## src/rtl/cam_raw10_packer_pkg.sv

```systemverilog
// Shared types, constants and the RAW10 packing helper for the camera packer.
package cam_pkg;

  localparam int RAW10_PIX_W  = 10;
  localparam int RAW10_WORD_W = 40;

  typedef enum logic {
    WAIT_SOF = 1'b0,
    ACTIVE   = 1'b1
  } cam_state_t;

  typedef struct packed {
    logic                    eof;
    logic                    eol;
    logic                    sof;
    logic [RAW10_WORD_W-1:0] data;
  } cam_word_t;

  // CSI-2 RAW10 order: four MSB bytes (p0 in byte 0), then the LSB pairs as byte 4.
  function automatic logic [RAW10_WORD_W-1:0] pack_raw10(
    input logic [RAW10_PIX_W-1:0] p0,
    input logic [RAW10_PIX_W-1:0] p1,
    input logic [RAW10_PIX_W-1:0] p2,
    input logic [RAW10_PIX_W-1:0] p3
  );
    return {p3[1:0], p2[1:0], p1[1:0], p0[1:0],
            p3[9:2], p2[9:2], p1[9:2], p0[9:2]};
  endfunction

endpackage

```

## src/rtl/cam_word_fifo.sv

```systemverilog
// Show-ahead FIFO of tagged RAW10 words; DEPTH must be a power of two (>= 2).
module cam_word_fifo
  import cam_pkg::*;
#(
  parameter int DEPTH = 4
) (
  input  logic      clk,
  input  logic      rst,
  input  logic      wr_en,
  input  cam_word_t wr_data,
  input  logic      rd_en,
  output cam_word_t rd_data,
  output logic      full,
  output logic      empty
);

  localparam int AW = $clog2(DEPTH);

  cam_word_t   mem [DEPTH];
  logic [AW:0] wr_ptr;
  logic [AW:0] rd_ptr;
  logic        wr_ok;
  logic        rd_ok;

  assign empty   = (wr_ptr == rd_ptr);
  assign full    = (wr_ptr[AW] != rd_ptr[AW]) && (wr_ptr[AW-1:0] == rd_ptr[AW-1:0]);
  assign rd_ok   = rd_en && !empty;
  // A read in the same cycle frees the slot, so a write into a full FIFO still lands.
  assign wr_ok   = wr_en && (!full || rd_ok);
  assign rd_data = mem[rd_ptr[AW-1:0]];

  always_ff @(posedge clk or posedge rst) begin
    if (rst) begin
      wr_ptr <= '0;
      rd_ptr <= '0;
    end else begin
      if (wr_ok) wr_ptr <= wr_ptr + {{AW{1'b0}}, 1'b1};
      if (rd_ok) rd_ptr <= rd_ptr + {{AW{1'b0}}, 1'b1};
    end
  end

  always_ff @(posedge clk) begin
    if (wr_ok) mem[wr_ptr[AW-1:0]] <= wr_data;
  end

endmodule

```

## src/rtl/cam_raw10_packer.sv

```systemverilog
// Camera pixel bus to tagged RAW10 words with line/frame geometry checks.
// Optional CAM_PACKER_STATS_EN adds last_line_pixels / last_frame_lines outputs.
//
// state    | meaning
// WAIT_SOF | idle, waiting for a frame_valid rising edge
// ACTIVE   | inside a frame, accepting pixels and closing lines
module cam_raw10_packer
  import cam_pkg::*;
#(
  parameter int WIDTH      = 1920,
  parameter int HEIGHT     = 1280,
  parameter int FIFO_DEPTH = 4
) (
  input  logic                    clk,
  input  logic                    rst,
  input  logic                    frame_valid,
  input  logic                    line_valid,
  input  logic [RAW10_PIX_W-1:0]  pixel_data,
  output logic                    out_valid,
  input  logic                    out_ready,
  output logic [RAW10_WORD_W-1:0] out_data,
  output logic                    out_sof,
  output logic                    out_eol,
  output logic                    out_eof,
  output logic                    line_len_err,
  output logic                    frame_len_err,
  output logic                    overflow
`ifdef CAM_PACKER_STATS_EN
  ,
  output logic [15:0]             last_line_pixels,
  output logic [15:0]             last_frame_lines
`endif
);

  localparam logic [15:0]            WIDTH_C  = 16'(WIDTH);
  localparam logic [16:0]            HEIGHT_C = 17'(HEIGHT);
  localparam logic [RAW10_PIX_W-1:0] PIX_ZERO = '0;

  cam_state_t             state, state_nxt;
  logic                   fv_q, lv_q;
  logic [1:0]             slot;
  logic [RAW10_PIX_W-1:0] pix0, pix1, pix2;
  logic [15:0]            pix_cnt, line_cnt;
  logic [16:0]            lines_done;
  logic                   sof_pending;
  cam_word_t              stage_word, wr_word, head;
  logic                   stage_vld, wr_en;
  logic                   fifo_full, fifo_empty, rd_fire;
  logic                   frame_rise, frame_end, accept, line_end, last_line;

  assign frame_rise = (state == WAIT_SOF) && frame_valid && !fv_q;
  assign frame_end  = (state == ACTIVE) && fv_q && !frame_valid;
  assign accept     = (state == ACTIVE) && frame_valid && line_valid;
  // lv_q holds the qualified strobe, so a frame_valid fall mid-line also closes the line.
  assign line_end   = (state == ACTIVE) && lv_q && !(frame_valid && line_valid);
  assign last_line  = ({1'b0, line_cnt} + 17'd1) == HEIGHT_C;
  assign lines_done = {1'b0, line_cnt} + {16'd0, line_end};

  always_ff @(posedge clk or posedge rst) begin
    if (rst) state <= WAIT_SOF;
    else     state <= state_nxt;
  end

  always_comb begin
    state_nxt = state;
    case (state)
      WAIT_SOF: if (frame_valid && !fv_q) state_nxt = ACTIVE;
      ACTIVE:   if (fv_q && !frame_valid) state_nxt = WAIT_SOF;
      default:  state_nxt = WAIT_SOF;
    endcase
  end

  // fv_q resets high so a frame already running at reset release is not seen as a rise.
  always_ff @(posedge clk or posedge rst) begin
    if (rst) begin
      fv_q          <= 1'b1;
      lv_q          <= 1'b0;
      slot          <= 2'd0;
      pix0          <= '0;
      pix1          <= '0;
      pix2          <= '0;
      pix_cnt       <= '0;
      line_cnt      <= '0;
      sof_pending   <= 1'b0;
      stage_vld     <= 1'b0;
      stage_word    <= '0;
      line_len_err  <= 1'b0;
      frame_len_err <= 1'b0;
    end else begin
      fv_q          <= frame_valid;
      lv_q          <= frame_valid && line_valid;
      stage_vld     <= 1'b0;
      line_len_err  <= 1'b0;
      frame_len_err <= 1'b0;
      if (frame_rise) begin
        line_cnt    <= '0;
        pix_cnt     <= '0;
        slot        <= 2'd0;
        sof_pending <= 1'b1;
      end
      if (accept) begin
        slot <= slot + 2'd1;
        if (pix_cnt != 16'hFFFF) pix_cnt <= pix_cnt + 16'd1;
        case (slot)
          2'd0: pix0 <= pixel_data;
          2'd1: pix1 <= pixel_data;
          2'd2: pix2 <= pixel_data;
          default: begin
            stage_vld   <= 1'b1;
            stage_word  <= '{eof: 1'b0, eol: 1'b0, sof: sof_pending,
                             data: pack_raw10(pix0, pix1, pix2, pixel_data)};
            sof_pending <= 1'b0;
          end
        endcase
      end
      if (line_end) begin
        slot         <= 2'd0;
        pix_cnt      <= '0;
        line_len_err <= (pix_cnt != WIDTH_C);
        if (line_cnt != 16'hFFFF) line_cnt <= line_cnt + 16'd1;
        if (slot != 2'd0) sof_pending <= 1'b0;
      end
      if (frame_end) frame_len_err <= (lines_done != HEIGHT_C);
    end
  end

  // A staged full group is written one edge late so a coinciding line end can tag it.
  always_comb begin
    wr_en   = 1'b0;
    wr_word = '0;
    if (stage_vld) begin
      wr_en       = 1'b1;
      wr_word     = stage_word;
      wr_word.eol = line_end;
      wr_word.eof = line_end && last_line;
    end else if (line_end && (slot != 2'd0)) begin
      wr_en        = 1'b1;
      wr_word.sof  = sof_pending;
      wr_word.eol  = 1'b1;
      wr_word.eof  = last_line;
      wr_word.data = pack_raw10(pix0,
                                (slot >= 2'd2) ? pix1 : PIX_ZERO,
                                (slot == 2'd3) ? pix2 : PIX_ZERO,
                                PIX_ZERO);
    end
  end

  cam_word_fifo #(.DEPTH(FIFO_DEPTH)) u_fifo (
    .clk     (clk),
    .rst     (rst),
    .wr_en   (wr_en),
    .wr_data (wr_word),
    .rd_en   (out_ready),
    .rd_data (head),
    .full    (fifo_full),
    .empty   (fifo_empty)
  );

  assign out_valid = !fifo_empty;
  assign rd_fire   = out_valid && out_ready;
  assign {out_eof, out_eol, out_sof, out_data} = fifo_empty ? cam_word_t'('0) : head;

  always_ff @(posedge clk or posedge rst) begin
    if (rst)                                      overflow <= 1'b0;
    else if (wr_en && fifo_full && !rd_fire)      overflow <= 1'b1;
  end

`ifdef CAM_PACKER_STATS_EN
  always_ff @(posedge clk or posedge rst) begin
    if (rst) begin
      last_line_pixels <= '0;
      last_frame_lines <= '0;
    end else begin
      if (line_end)  last_line_pixels <= pix_cnt;
      if (frame_end) last_frame_lines <= lines_done[16] ? 16'hFFFF : lines_done[15:0];
    end
  end
`endif

endmodule

```

## config.mk

```make
export PLATFORM = sky130hd
export DESIGN_NAME = cam_raw10_packer
export DESIGN_NICKNAME = d
export VERILOG_FILES = /design/src/rtl/cam_raw10_packer_pkg.sv /design/src/rtl/cam_word_fifo.sv /design/src/rtl/cam_raw10_packer.sv
export SDC_FILE = /design/constraint.sdc
export NUM_CORES = 1
export LEC_CHECK = 0
export CAP_MARGIN = 30
export CORE_MARGIN = 5
export CORE_UTILIZATION = 30
export DETAILED_ROUTE_END_ITERATION = 12
export PLACE_DENSITY_LB_ADDON = 0.08
export SLEW_MARGIN = 20
export SYNTH_ARGS = -nofsm -noshare
export SYNTH_HDL_FRONTEND = slang
export SYNTH_SLANG_ARGS = --single-unit
```

## constraint.sdc

```tcl
create_clock -name clk -period 6.6 [get_ports clk]
set_input_delay 1.32 -clock clk [delete_from_list [all_inputs] [get_ports clk]]
set_output_delay 1.32 -clock clk [all_outputs]
set_load 0.02 [all_outputs]
```

Yosys cells after proc, flatten, opt, wreduce, memory -nomap -nowiden --
Memories as Yosys holds them, arrays and structs flattened. Index checks and enable logic that the tools add are counted.
Operators by class: $add $sub $neg 7, eq/ne operators 11, bitwise logic cells 2, multiplexer cells 31, magnitude comparators 1, reduce and logical (&&, ||, !) cells 33
Operators with widths (count):
- 43-bit two-way mux | 3
- 16-bit two-way mux | 7
- 16-bit by 1-bit adder with 16-bit output (second input constant) | 2
- 16-bit != test (second input constant) | 2
- 10-bit two-way mux | 2
- 1-bit logical AND | 18
- 16-bit by 1-bit adder with 17-bit output | 1
- 16-bit by 1-bit adder with 17-bit output (second input constant) | 1
- 17-bit by 11-bit equality test with 1-bit output (second input constant) | 1
- 17-bit by 11-bit != test with 1-bit output (second input constant) | 1
- 16-bit by 11-bit != test with 1-bit output (second input constant) | 1
- 1-bit two-way mux | 15
- 2-bit AND reduction | 4
- 3-bit by 1-bit adder with 3-bit output (second input constant) | 2
- 1-bit logical NOT | 6
- 2-bit two-way mux | 3
- 2-bit equality test (second input constant) | 2
- 3-bit equality test | 1
- 3-bit nonzero test | 1
- 3-bit OR reduction | 1
- 2-bit by 1-bit adder with 2-bit output (second input constant) | 1
- 2-bit by 1-bit equality test with 1-bit output (second input constant) | 1
- 2-bit equality test | 1
- 2-bit >= comparator (second input constant) | 1
- other kinds (6) | 7
Storage, ports and cells: input bits 15, output and inout port bits 47, logic and storage cells 104, memory bits (writable) 172, flip-flop bits (word level) 119, memories 1
Memory list:
- u_fifo.mem | words 4, bits a word 43, rd ports 1, clocked after Yosys merged registers in 0, wr ports 1, RTL line cam_word_fifo.sv:19 | cam_word_t mem [DEPTH];

Logic depth before layout (Yosys ltp) --
word-level depth 9, gate-level depth with buffers 13, depth with buffers taken out 10

By module --
Synthesis repeated with hierarchy kept, for this count alone.
Unflattened totals: cell total of the unflattened synthesis 868, area total of the unflattened synthesis 12767.2 um2
By module, submodules not included:
- cam_word_fifo | cells an instance 261, times used 1, area an instance 6637.6 um2, seq. area each 5315.1 um2
- cam_raw10_packer | cells an instance 607, times used 1, area an instance 6129.6 um2, seq. area each 2829.0 um2

Least setup slack after synthesis --
OpenSTA, ideal clock, no wires.
kind input to register, from input port line_valid, to memory u_fifo.mem[3][0] (netlist name), enable pin, buffers on the path 0, data required time 6.194 ns, arrival time 3.128 ns, setup slack 3.065 ns, stages on the path 4, library setup time 0.406 ns, cells stage by stage and2_4 nor3_1 o32a_1 and2_1
Between the ends: word-level cells in the longest chain between the ends 9
RTL lines:
- start, declared | RTL line cam_raw10_packer.sv:17 | input logic line_valid,
- 1-bit logical AND | RTL line cam_raw10_packer.sv:55 | assign line_end = (state == ACTIVE) && lv_q && !(frame_valid && line_valid);
- 1-bit logical NOT | RTL line cam_raw10_packer.sv:55
- 1-bit logical AND | RTL line cam_raw10_packer.sv:55
- 1-bit logical AND | RTL line cam_raw10_packer.sv:136 | end else if (line_end && (slot != 2'd0)) begin
- 1-bit two-way mux | RTL line cam_raw10_packer.sv:136
- 1-bit two-way mux | RTL line cam_raw10_packer.sv:131 | if (stage_vld) begin
- 1-bit logical AND | RTL line cam_word_fifo.sv:29 | assign wr_ok = wr_en && (!full || rd_ok);
- 1-bit two-way mux | RTL line cam_word_fifo.sv:43 | if (wr_ok) mem[wr_ptr[AW-1:0]] <= wr_data;
- 1-bit two-way mux (implied by the code) | RTL line cam_word_fifo.sv:43
- end, declared | RTL line cam_word_fifo.sv:19
Every way passes these cells.

Worst setup path after layout --
from register u_fifo.rd_ptr[0], to output port out_data[30]
Between the ends: word-level cells in the longest chain between the ends 2, elaborated cells between the ends (all ways) 3, classes of those cells 1 x eq/ne; 1 x mux; 1 x memory
RTL lines:
- start, declared | RTL line cam_word_fifo.sv:21 | logic [AW:0] rd_ptr;
- start signal, assigned | RTL line cam_word_fifo.sv:38 | if (rd_ok) rd_ptr <= rd_ptr + {{AW{1'b0}}, 1'b1};
- memory 4 x 43 bit / 3-bit equality test (equally long branches)
- 43-bit two-way mux (*) | RTL line cam_raw10_packer.sv:161 | assign {out_eof, out_eol, out_sof, out_data} = fifo_empty ? cam_word_t'('0) : head;
- end, declared | RTL line cam_raw10_packer.sv:21 | output logic [RAW10_WORD_W-1:0] out_data,
Mark *: on every way between the ends. The rest lies on a longest branch, timed or not.

==> results.yml <==
run_status:
  status: "finished clean"
synthesis:
  ys_warn_count: 0
  synth_top_area_share_pct: 40.8
  syn_nets: 866
  yosysTopAreaCell: "edfxtp_1"
  synth_area_sq_um: 12700
  yosys-top-cells-area: "edfxtp_1, dfrtp_1, mux4_2, mux2_2, and2_1"
  syn_area_per_cell_sq_um: 15.1
  yosysSeqAreaShare_pct: 64.3
  synthCells: 836
  synth_ff_type: "edfxtp_1"
  synth_edf_count: 172
  synthArstFlopShare_pct: 40.9
  ys_ff_latch: 291
  ys_types: 61
place:
  io_buffers: 61
  gp_congestion: 0.766
  placed_area_sq_um: 13900
  hpwl_um: 18200
timing:
  timing.setup.tns_ns: 0
  fin_skew_ns: 0.0138
  post-route-period-util_pct: 67.6
  hold_viol: 0
  relSlewSlack_pct: 44.6
  worst_slew_pin_slew_ns: 0.829
  layout_min_cycle_time_ns: 4.46
  rsz0062_at_grt: "false"
  drv_slew: 0
  max_freq_ghz: 0.224
  setup_viol: 0
floorplanning:
  rows: 75
  core_area_sq_um: 41900
  die-area_sq_um: 46400
  io_pins: 62
  fp.dieW_um: 215
  die_h_um: 215
  initial_core_util_pct: 30.3
global_routing:
  grt_pass1_wl_um: 47900
  grt_usage_pct: 13.2
  antenna_found_initial: 0
  grt_pass1_vias: 7699
  grt_max_degree: 60
  grt_remaining_overflow: 0
routing:
  drtPass1Iterations: 4
  wl_per_cell_um: 20.9
  postRouteAntennaNets: 0
  vias_per_cell: 4.88
  drt-initial-drc-count: 379
  drc_errors: 0
  wl_um: 30600
  vias: 7144
power_and_ir_drop:
  power_leakage_nw: 5.58
  power_density_nw_per_um2: 392
  ir_worst_vdd_mv: 0.153
setup_path:
  crit_type: "flop to output port"
  max_stage_delay_ns: 0.69
  critPathLaunch: "u_fifo.rd_ptr[0]"
  required_ns: 5.28
  cp_cell_sequence: "buf_4 > mux4_2 > and2_1 > clkdlybuf4s50_1"
  rr_endpoint: "frame_len_err"
  worst-r2r-setup-slack_ns: 3.62
  crit_end: "out_data[30]"
  rr_startpoint: "state"
  ff2ff_path_depth: 10
  crit_path_top_delay_cell: "dfrtp_4"
  cp_max_fo: 27
  end_kind: "output port"
  arrival_ns: 3.14
  worst_setup_path_start_kind: "flop"
flow_run:
  max-cap-violations: 0
cts:
  cts_tree: "built"
  clk-insertion-delay-late_ns: 0.53
  postCtsHoldBufs: 0
  clkSinkCount: 291
  post-cts-setup-buffer-count: 0
  clkTransAtPathRegs_ns: 0.06
  cts_root_buffer: "clkbuf_16"
  h-tree-depth: 2
  cts_buffer_depth: 3
  numCtsBuffers: 35
  ctsResizeCount: 0
cells_and_area:
  n_fill_cell: 4048
  drive_above_1_share_pct: 22.2
  antennaDiodeCount: 0
  stdcell_area_sq_um: 15000
  area_growth_pct: 18.7
  fin_nets: 928
worst_hold_path:
  min_from: "u_fifo.rd_ptr[2]"
  holdCritPathClass: "flop to flop"
==> metal layers <==
layer / global-route usage (%) / vias to the layer above / wire (um)
met3: 2.30 / 35 / 934
li1: - / 3346 / -
met4: 3.18 / 0 / 488
met5: 0 / - / 0
met1: 18.4 / 3673 / 14500
met2: 21.9 / 90 / 14600
==> final cells by class <==
type                            instances  area (sq um)  share of cell area (%)
Timing Repair Buffer                   71           706                    4.70
Clock buffer                           47           961                    6.40
Multi-Input combinational cell        484          4280                    28.5
Sequential cell                       291          8150                    54.2
Inverter                               15          58.8                   0.391
Tap cell                              539           674                    4.49
Clock inverter                         17           199                    1.32
==> per-stage QoR <==
| step | worst slack, ns | power [mW] | std cells | hold WS [ns] | utilization (%) |
|---|---|---|---|---|---|
| 3_3_place_gp | 2.17 | 4.00 | 1399 | 0.480 | 33.1 |
| 4_1_cts | 1.97 | 6.01 | 1464 | 0.498 | 35.9 |
| 2_1_floorplan | 2.12 | 3.30 | 836 | 0.462 | - |
| 5_1_grt | 1.89 | 6.21 | 1464 | 0.503 | 35.9 |
| 3_5_place_dp | 2.08 | 4.04 | 1400 | 0.485 | 33.1 |
| 6_report | 2.14 | 5.89 | 1464 | 0.494 | 35.9 |
==> flip-flops by register name (all words and copies together), names as in the netlist <==
signal	count
u_fifo.mem	172
pix1	10
stage_word	41
slot	2
frame_len_err	1
pix0	10
state	1
fv_q	1
u_fifo.wr_ptr	3
sof_pending	1
lv_q	1
pix2	10
line_len_err	1
line_cnt	16
overflow	1
u_fifo.rd_ptr	3
stage_vld	1
pix_cnt	16
==> synth_stat cells (all sizes together) (13+ instances only) <==
library cell  number
ha                15
nand3             21
a22o              34
nor3              17
nand2             43
mux4              43
clkbuf            33
dfrtp            118
and2              64
buf               13
edfxtp           172
nor2              26
inv               15
o21ai             13
xnor2             13
mux2              74
==> cell usage in the layout (no fill, tap or decap), types with 3 or more instances in the layout <==
cell type	Yosys	layout
nand2b_1	3	3
dfrtp_1	118	116
clkbuf_8	0	4
mux2i_1	7	7
a211o_1	9	9
nand4_1	9	9
or3_1	3	3
and2_4	1	5
clkbuf_16	0	35
and3_1	6	6
o21ai_0	13	13
nor4_1	10	10
clkdlybuf4s50_1	0	61
ha_1	15	15
bufinv_16	0	3
a31oi_1	11	11
nand3b_1	4	4
inv_1	15	14
a211oi_1	3	3
and3_2	3	3
and4_1	4	4
xnor2_1	13	13
nor3_1	17	16
a21o_1	5	5
clkbuf_1	33	8
nand3_1	20	19
clkinv_2	0	7
nand2_1	42	41
buf_4	0	9
mux4_2	43	43
nor2_1	26	26
and2_1	63	59
a21oi_1	11	11
xor2_1	4	4
a22o_1	33	33
mux2_2	74	74
edfxtp_1	172	172
==> cells by family after synthesis <==
group           after synthesis  synth area share, %
flops                       291                 64.3
simple gates                219                 9.49
mux                         124                 14.8
compound gates              108                 6.58
buf+inv                      61                 2.09
xor+xnor                     17                 1.18
fa+ha+maj                    16                 1.56
==> how the worst min path moves through the flow <==
| stage | end | slack (ns) | depth (start not counted) |
|---|---|---|---|
| 5_1_grt | stage_word[26] | 0.50 | 1 |
| 4_1_cts | u_fifo.rd_ptr[2] | 0.50 | 1 |
| 3_5_place_dp | stage_word[38] | 0.49 | 1 |
| 2_1_floorplan | u_fifo.wr_ptr[2] | 0.46 | 1 |
| 6_report | u_fifo.rd_ptr[2] | 0.49 | 1 |
| 3_3_place_gp | u_fifo.wr_ptr[2] | 0.48 | 1 |
==> critical path, delay by kind of cell (launching register included) <==
kind | cells | cell delay, ns
buf+inv | 2 | 1.13
flops | 1 | 0.69
mux | 1 | 0.61
simple gates | 1 | 0.17
==> report_power, final <==
part | total (mW) | internal (mW) | switching [mW]
clock | 1.94 | 1.16 | 0.782
combinational | 1.65 | 0.843 | 0.809
sequential | 2.30 | 2.12 | 0.178
total | 5.89 | 4.12 | 1.77
(Power assumes the default switching activity.)
